<file path="src/rtl/branch_target_buffer.sv">
// 2-way set-associative branch target buffer with next-PC select for the fetch stage.
// Lookup is combinational on pcF; targets are learned from taken branches resolved in M.
module branch_target_buffer #(
    parameter int SETS_LOG2 = 4,
    parameter int TAG_W     = 10
) (
    input  logic        clk,
    input  logic        rst,
    input  logic [31:0] pcF,
    input  logic        stallF,
    input  logic        pcsrcPF,
    input  logic        branchM,
    input  logic        pcsrcM,
    input  logic [31:0] pcM,
    input  logic [31:0] targetM,
    input  logic        pmisM,
    input  logic [31:0] fpcM,
    output logic        hitF,
    output logic [31:0] targetF,
    output logic        takenF,
    output logic [31:0] npcF
);
    localparam int SETS = 1 << SETS_LOG2;

    logic                 valid   [2][SETS];
    logic [TAG_W-1:0]     tags    [2][SETS];
    logic [31:0]          targets [2][SETS];
    logic [SETS-1:0]      lru;

    logic [SETS_LOG2-1:0] idx_f, idx_m;
    logic [TAG_W-1:0]     tag_f, tag_m;
    logic [1:0]           hit_way_f, hit_way_m;
    logic                 upd;
    logic                 upd_way;

    assign idx_f = pcF[SETS_LOG2+1:2];
    assign idx_m = pcM[SETS_LOG2+1:2];
    assign tag_f = pcF[SETS_LOG2+TAG_W+1:SETS_LOG2+2];
    assign tag_m = pcM[SETS_LOG2+TAG_W+1:SETS_LOG2+2];

    // Offset and upper pc bits take no part in indexing or tagging.
    logic unused_pc_bits;
    assign unused_pc_bits = ^{pcF[31:SETS_LOG2+TAG_W+2], pcF[1:0],
                              pcM[31:SETS_LOG2+TAG_W+2], pcM[1:0]};

    always_comb begin
        for (int w = 0; w < 2; w++) begin
            hit_way_f[w] = valid[w][idx_f] && (tags[w][idx_f] == tag_f);
            hit_way_m[w] = valid[w][idx_m] && (tags[w][idx_m] == tag_m);
        end
    end

    // Reset gating keeps the lookup quiet while state is being cleared.
    assign hitF = (|hit_way_f) & ~rst;

    always_comb begin
        targetF = 32'h0;
        if (hitF)
            targetF = hit_way_f[0] ? targets[0][idx_f] : targets[1][idx_f];
    end

    assign takenF = hitF & pcsrcPF;
    assign npcF   = pmisM  ? fpcM :
                    takenF ? targetF : pcF + 32'd4;

    assign upd = branchM & pcsrcM;

    // Hit way first, then lowest invalid way, then the LRU victim.
    always_comb begin
        if (hit_way_m[0])              upd_way = 1'b0;
        else if (hit_way_m[1])         upd_way = 1'b1;
        else if (!valid[0][idx_m])     upd_way = 1'b0;
        else if (!valid[1][idx_m])     upd_way = 1'b1;
        else                           upd_way = lru[idx_m];
    end

    always_ff @(posedge clk) begin
        if (rst) begin
            for (int w = 0; w < 2; w++) begin
                for (int s = 0; s < SETS; s++) begin
                    valid[w][s]   <= 1'b0;
                    tags[w][s]    <= '0;
                    targets[w][s] <= 32'h0;
                end
            end
            lru <= '0;
        end else begin
            // lru gets the way not hit; way0 wins when both match.
            if (hitF && !stallF && !(upd && idx_m == idx_f))
                lru[idx_f] <= hit_way_f[0];
            if (upd) begin
                valid[upd_way][idx_m]   <= 1'b1;
                tags[upd_way][idx_m]    <= tag_m;
                targets[upd_way][idx_m] <= targetM;
                lru[idx_m]              <= ~upd_way;
            end
        end
    end
endmodule

</file>
<file path="config.mk">
export PLATFORM = sky130hd
export DESIGN_NAME = branch_target_buffer
export DESIGN_NICKNAME = d
export VERILOG_FILES = /design/src/rtl/branch_target_buffer.sv
export SDC_FILE = /design/constraint.sdc
export NUM_CORES = 2
export LEC_CHECK = 0
export BUFFER_PORTS_ARGS = -buffer_cell sky130_fd_sc_hd__buf_2
export CORE_ASPECT_RATIO = 1.4
export CORE_MARGIN = 4
export CORE_UTILIZATION = 39
export DETAILED_ROUTE_END_ITERATION = 12
export GPL_TIMING_DRIVEN = 0
export PLACE_DENSITY = 0.58
export SYNTH_ARGS = -nofsm -noshare
export SYNTH_HDL_FRONTEND = slang
export SYNTH_SLANG_ARGS = --single-unit
</file>
<file path="constraint.sdc">
create_clock -name clk -period 7.1 [get_ports clk]
set_clock_uncertainty 0.15 [all_clocks]
set_input_delay 0 -clock clk [delete_from_list [all_inputs] [get_ports clk]]
set_output_delay 0 -clock clk [all_outputs]
set_load 0.02 [all_outputs]
</file>
==> impl_metrics.yaml <==
status:
  outcome: "finished, violations left"
  violated_checks: "max-capacitance violations"
detailed_routing:
  drc: 0
  post_drt_via_cell_ratio: 6.150
  detail-route-antenna-nets: 0
  totalWireLength_um: 253600
  first_iter_violations: 5571
  num_vias: 41389
  post_drt_wl_per_cell_um: 37.69
  first_pass_iteration_count_of_the_detailed_router: 8
layout:
  final_common_cell: "sky130_fd_sc_hd__edfxtp_1"
  nFillCells: 14514
  area_growth_syn_to_layout_pct: 16.60
  layout_common_cells: "1376 x sky130_fd_sc_hd__edfxtp_1, 575 x sky130_fd_sc_hd__and2_1, 433 x sky130_fd_sc_hd__mux4_2"
  finalNetCount: 4608
  finish.cell_count_without_fillers: 6730
  layout.core_utilization_pct: 45.70
  drive_gt1_share_pct: 26.40
critical_path:
  setup.reg_to_reg.worst_slack_ns: 1.50
  worst_setup_path_endpoint: "npcF[8]"
  startpoint_type: "primary input"
  worstPathMaxFanout: 10
  criticalPathCategory: "primary input to output pin"
  cp.arrival_ns: 6.61
  rr_endpoint: "targets[0][11]$_SDFFCE_PN0P_"
  cp-end-kind: "output pin"
  required_ns: 6.95
  reg2reg_from: "tags[1][152]$_SDFFCE_PN0P_"
  ff2ff_path_depth: 11
  cp-startpoint: "pcF[2]"
synth:
  synth.yosys.seq_area_share_pct: 63.97
  synth-async-reset-ratio_pct: 0
  ys_dominant_reg_cell: "sky130_fd_sc_hd__edfxtp_1"
  post_synth_inst_count: 3945
  synth_cell_type_count: 84
  synth_area_um2: 65100
  ys.warnings.count: 0
  synth_edf_count: 1376
  synth_top_area_cells: "sky130_fd_sc_hd__edfxtp_1 63%, sky130_fd_sc_hd__mux4_2 15%, sky130_fd_sc_hd__and2_1 5.5%, sky130_fd_sc_hd__mux2i_1 3.2%, sky130_fd_sc_hd__nor3_1 1.1%"
  synth_seq_cells: 1392
  syn_nets: 4084
  syn_area_per_cell_um2: 16.50
  synthDominantCellAreaShare_pct: 63.47
  synth_area_leader_cell: "sky130_fd_sc_hd__edfxtp_1"
clock_tree:
  h-tree-depth: 4
  number_of_buffers_inserted_for_hold_repair_after_clock_tree_synthesis: 60
  cts.path.max_buffers: 3
  numClockSinks: 1392
  cts_tree: "done"
  path_clk_slew_ns: 0.06
  clock_tree.root_cell: "sky130_fd_sc_hd__clkbuf_16"
  post-cts-setup-buffer-count: 0
  tritoncts.num_buffers: 139
  post_cts_resized: 0
  worstSkewPairLatency_ns: 0.80
global_route:
  wire_length_of_the_first_global_routing_pass_um: 343300
  grt_max_degree: 44
  vias_in_the_first_global_route: 41388
  grt_use_total_pct: 28.81
  grt-ovfl-total: 0
  antenna_found_initial: 18
placement:
  gp_congestion: 1.001
  post-place-cells: 6410
  detailedPlacementHpwl_um: 186800
  numPortBuffers: 169
floorplan:
  core_area_um2: 166100
  starting_density_of_the_core_pct: 39.19
  die_area_um2: 173600
  fp-row-count: 177
  die_h_um: 491.4
  die_width_um: 353.3
  io_pins: 201
pwr:
  vdd_ir_drop_max_mv: 0.2494
  static-leakage-power_nw: 27.23
  pwr_density_cell_nw_per_um2: 249.5
sta:
  worst-slew-pin-transition_ns: 1.493
  holdWs_ns: 0.03845
  totalNegativeSetupSlack_ns: 0
  final_period_minus_worst_setup_slack_ns: 6.761
  post-route-period-util_pct: 95.22
  setup_violating_endpoint_count_in_the_final_report: 0
  max_freq_ghz: 0.1479
  timing.slew.headroom_pct: 0.4823
  rsz0062_at_grt: "false"
  final-hold-violation-count: 0
  final-max-slew-violation-count: 0
job:
  max_cap_viols: 1
hold_path:
  min_path_type: "primary input to flip-flop"
[power by group]
part	switching [mW]	internal [mW]	total, mW
registers	0.114	9.38	9.50
logic	1.46	0.794	2.26
clock network	3.20	3.99	7.19
[registers in the layout, indices dropped and copies added (netlist names)]
signal   count
targets   1024
lru         16
tags       320
valid       32
[cell type report]
type	count	area [um^2]	share of cell area (%)
plain buffers	338	1772	2.334
clock inverters	62	475.5	0.6264
multi-input cells	2128	21800	28.72
repair buffers	383	3381	4.454
well taps	2148	2688	3.541
diodes	7	17.52	0.02308
clock buffers	185	3810	5.019
inverters	87	326.6	0.4302
flip-flops and latches	1392	41640	54.86
[worst max-delay path, cell delays in order]
cell	delay (ns)
sky130_fd_sc_hd__dlygate4sd3_1	0.53
sky130_fd_sc_hd__buf_2	0.20
sky130_fd_sc_hd__buf_4	0.24
sky130_fd_sc_hd__nor2_2	0.56
sky130_fd_sc_hd__clkbuf_1	0.93
sky130_fd_sc_hd__a22oi_1	0.41
sky130_fd_sc_hd__and4b_1	0.30
sky130_fd_sc_hd__nor3_1	0.39
sky130_fd_sc_hd__o2111a_1	0.65
sky130_fd_sc_hd__nand4_1	0.36
sky130_fd_sc_hd__a21oi_2	1.07
sky130_fd_sc_hd__buf_4	0.41
sky130_fd_sc_hd__a21oi_1	0.24
sky130_fd_sc_hd__buf_2	0.28
[cells by family (layout without fill, tap and decap cells)]
group / count (synthesis) / count (layout) / synth area share [%]
flip-flops: 1392 / 1392 / 63.97
AND/OR/NAND/NOR: 1092 / 1092 / 9.520
multiplexers: 659 / 659 / 18.56
buffers and inverters: 425 / 1055 / 3.219
AO/OA/AOI/OAI: 302 / 302 / 3.700
XOR/XNOR: 71 / 71 / 0.9553
adder cells (fa/ha/maj): 4 / 4 / 0.07688
other: 0 / 7 / 0
[cells in the mapped netlist, types with 6 or more instances]
| cell type | number |
|---|---|
| sky130_fd_sc_hd__edfxtp_1 | 1376 |
| sky130_fd_sc_hd__and2_1 | 575 |
| sky130_fd_sc_hd__mux4_2 | 433 |
| sky130_fd_sc_hd__mux2i_1 | 206 |
| sky130_fd_sc_hd__clkbuf_1 | 158 |
| sky130_fd_sc_hd__nor3_1 | 149 |
| sky130_fd_sc_hd__nand2_1 | 113 |
| sky130_fd_sc_hd__buf_2 | 86 |
| sky130_fd_sc_hd__nor2_1 | 81 |
| sky130_fd_sc_hd__inv_1 | 79 |
| sky130_fd_sc_hd__xnor2_1 | 53 |
| sky130_fd_sc_hd__nand3_1 | 45 |
| sky130_fd_sc_hd__a22oi_1 | 44 |
| sky130_fd_sc_hd__a221oi_1 | 35 |
| sky130_fd_sc_hd__a21oi_1 | 31 |
| sky130_fd_sc_hd__o21ai_0 | 31 |
| sky130_fd_sc_hd__nor4_1 | 27 |
| sky130_fd_sc_hd__buf_6 | 26 |
| sky130_fd_sc_hd__buf_4 | 24 |
| sky130_fd_sc_hd__clkbuf_2 | 24 |
| sky130_fd_sc_hd__nor2b_1 | 20 |
| sky130_fd_sc_hd__and3_1 | 19 |
| sky130_fd_sc_hd__a31oi_1 | 18 |
| sky130_fd_sc_hd__xor2_1 | 18 |
| sky130_fd_sc_hd__mux2_2 | 17 |
| sky130_fd_sc_hd__o41ai_1 | 17 |
| sky130_fd_sc_hd__dfxtp_1 | 16 |
| sky130_fd_sc_hd__nand2b_1 | 16 |
| sky130_fd_sc_hd__nand4_1 | 16 |
| sky130_fd_sc_hd__buf_1 | 14 |
| sky130_fd_sc_hd__a211oi_1 | 10 |
| sky130_fd_sc_hd__a41oi_1 | 10 |
| sky130_fd_sc_hd__nor3_2 | 10 |
| sky130_fd_sc_hd__a22o_1 | 9 |
| sky130_fd_sc_hd__o22ai_1 | 9 |
| sky130_fd_sc_hd__o211ai_1 | 8 |
| sky130_fd_sc_hd__a31oi_4 | 7 |
| sky130_fd_sc_hd__a2bb2oi_1 | 6 |
| sky130_fd_sc_hd__and4_1 | 6 |
| sky130_fd_sc_hd__o2111ai_1 | 6 |
[metrics by stage]
step                setup slack, ns  power, mW  cell area (um^2)
floorplan                   -0.3514      10.78             65100
global placement             -9.346      11.77             68630
detailed placement           0.5339      11.84             70910
CTS                          0.3070      18.94             75800
global route                 0.4696      19.37             75890
finish                       0.3393      18.94             75910
[worst min-delay path by stage]
| stage | to | from | slack, ns | depth (start not counted) |
|---|---|---|---|---|
| 2_1_floorplan | takenF | pcsrcPF | 0.02 | 2 |
| 6_report | targets[0][47]$_SDFFCE_PN0P_ | targetM[15] | 0.04 | 3 |
| 3_3_place_gp | npcF[1] | fpcM[1] | 0.20 | 4 |
| 5_1_grt | tags[0][121]$_SDFFCE_PN0P_ | pcM[7] | 0.03 | 3 |
| 4_1_cts | targets[0][47]$_SDFFCE_PN0P_ | targetM[15] | 0.006 | 3 |
| 3_5_place_dp | npcF[1] | fpcM[1] | 0.19 | 4 |
[routing by layer]
metal  GRT usage, %  part of all wire (%)  wire length (um)  up-vias
met1          34.38                    36             90580    21586
met4          19.62                   8.1             20630       10
met2          45.87                    47            118700     2548
met5              0                 0.023                59        -
li1               -                     -                 -    16617
met3          7.536                   9.3             23680      628
Note: power is estimated with default switching activity, not from simulation.
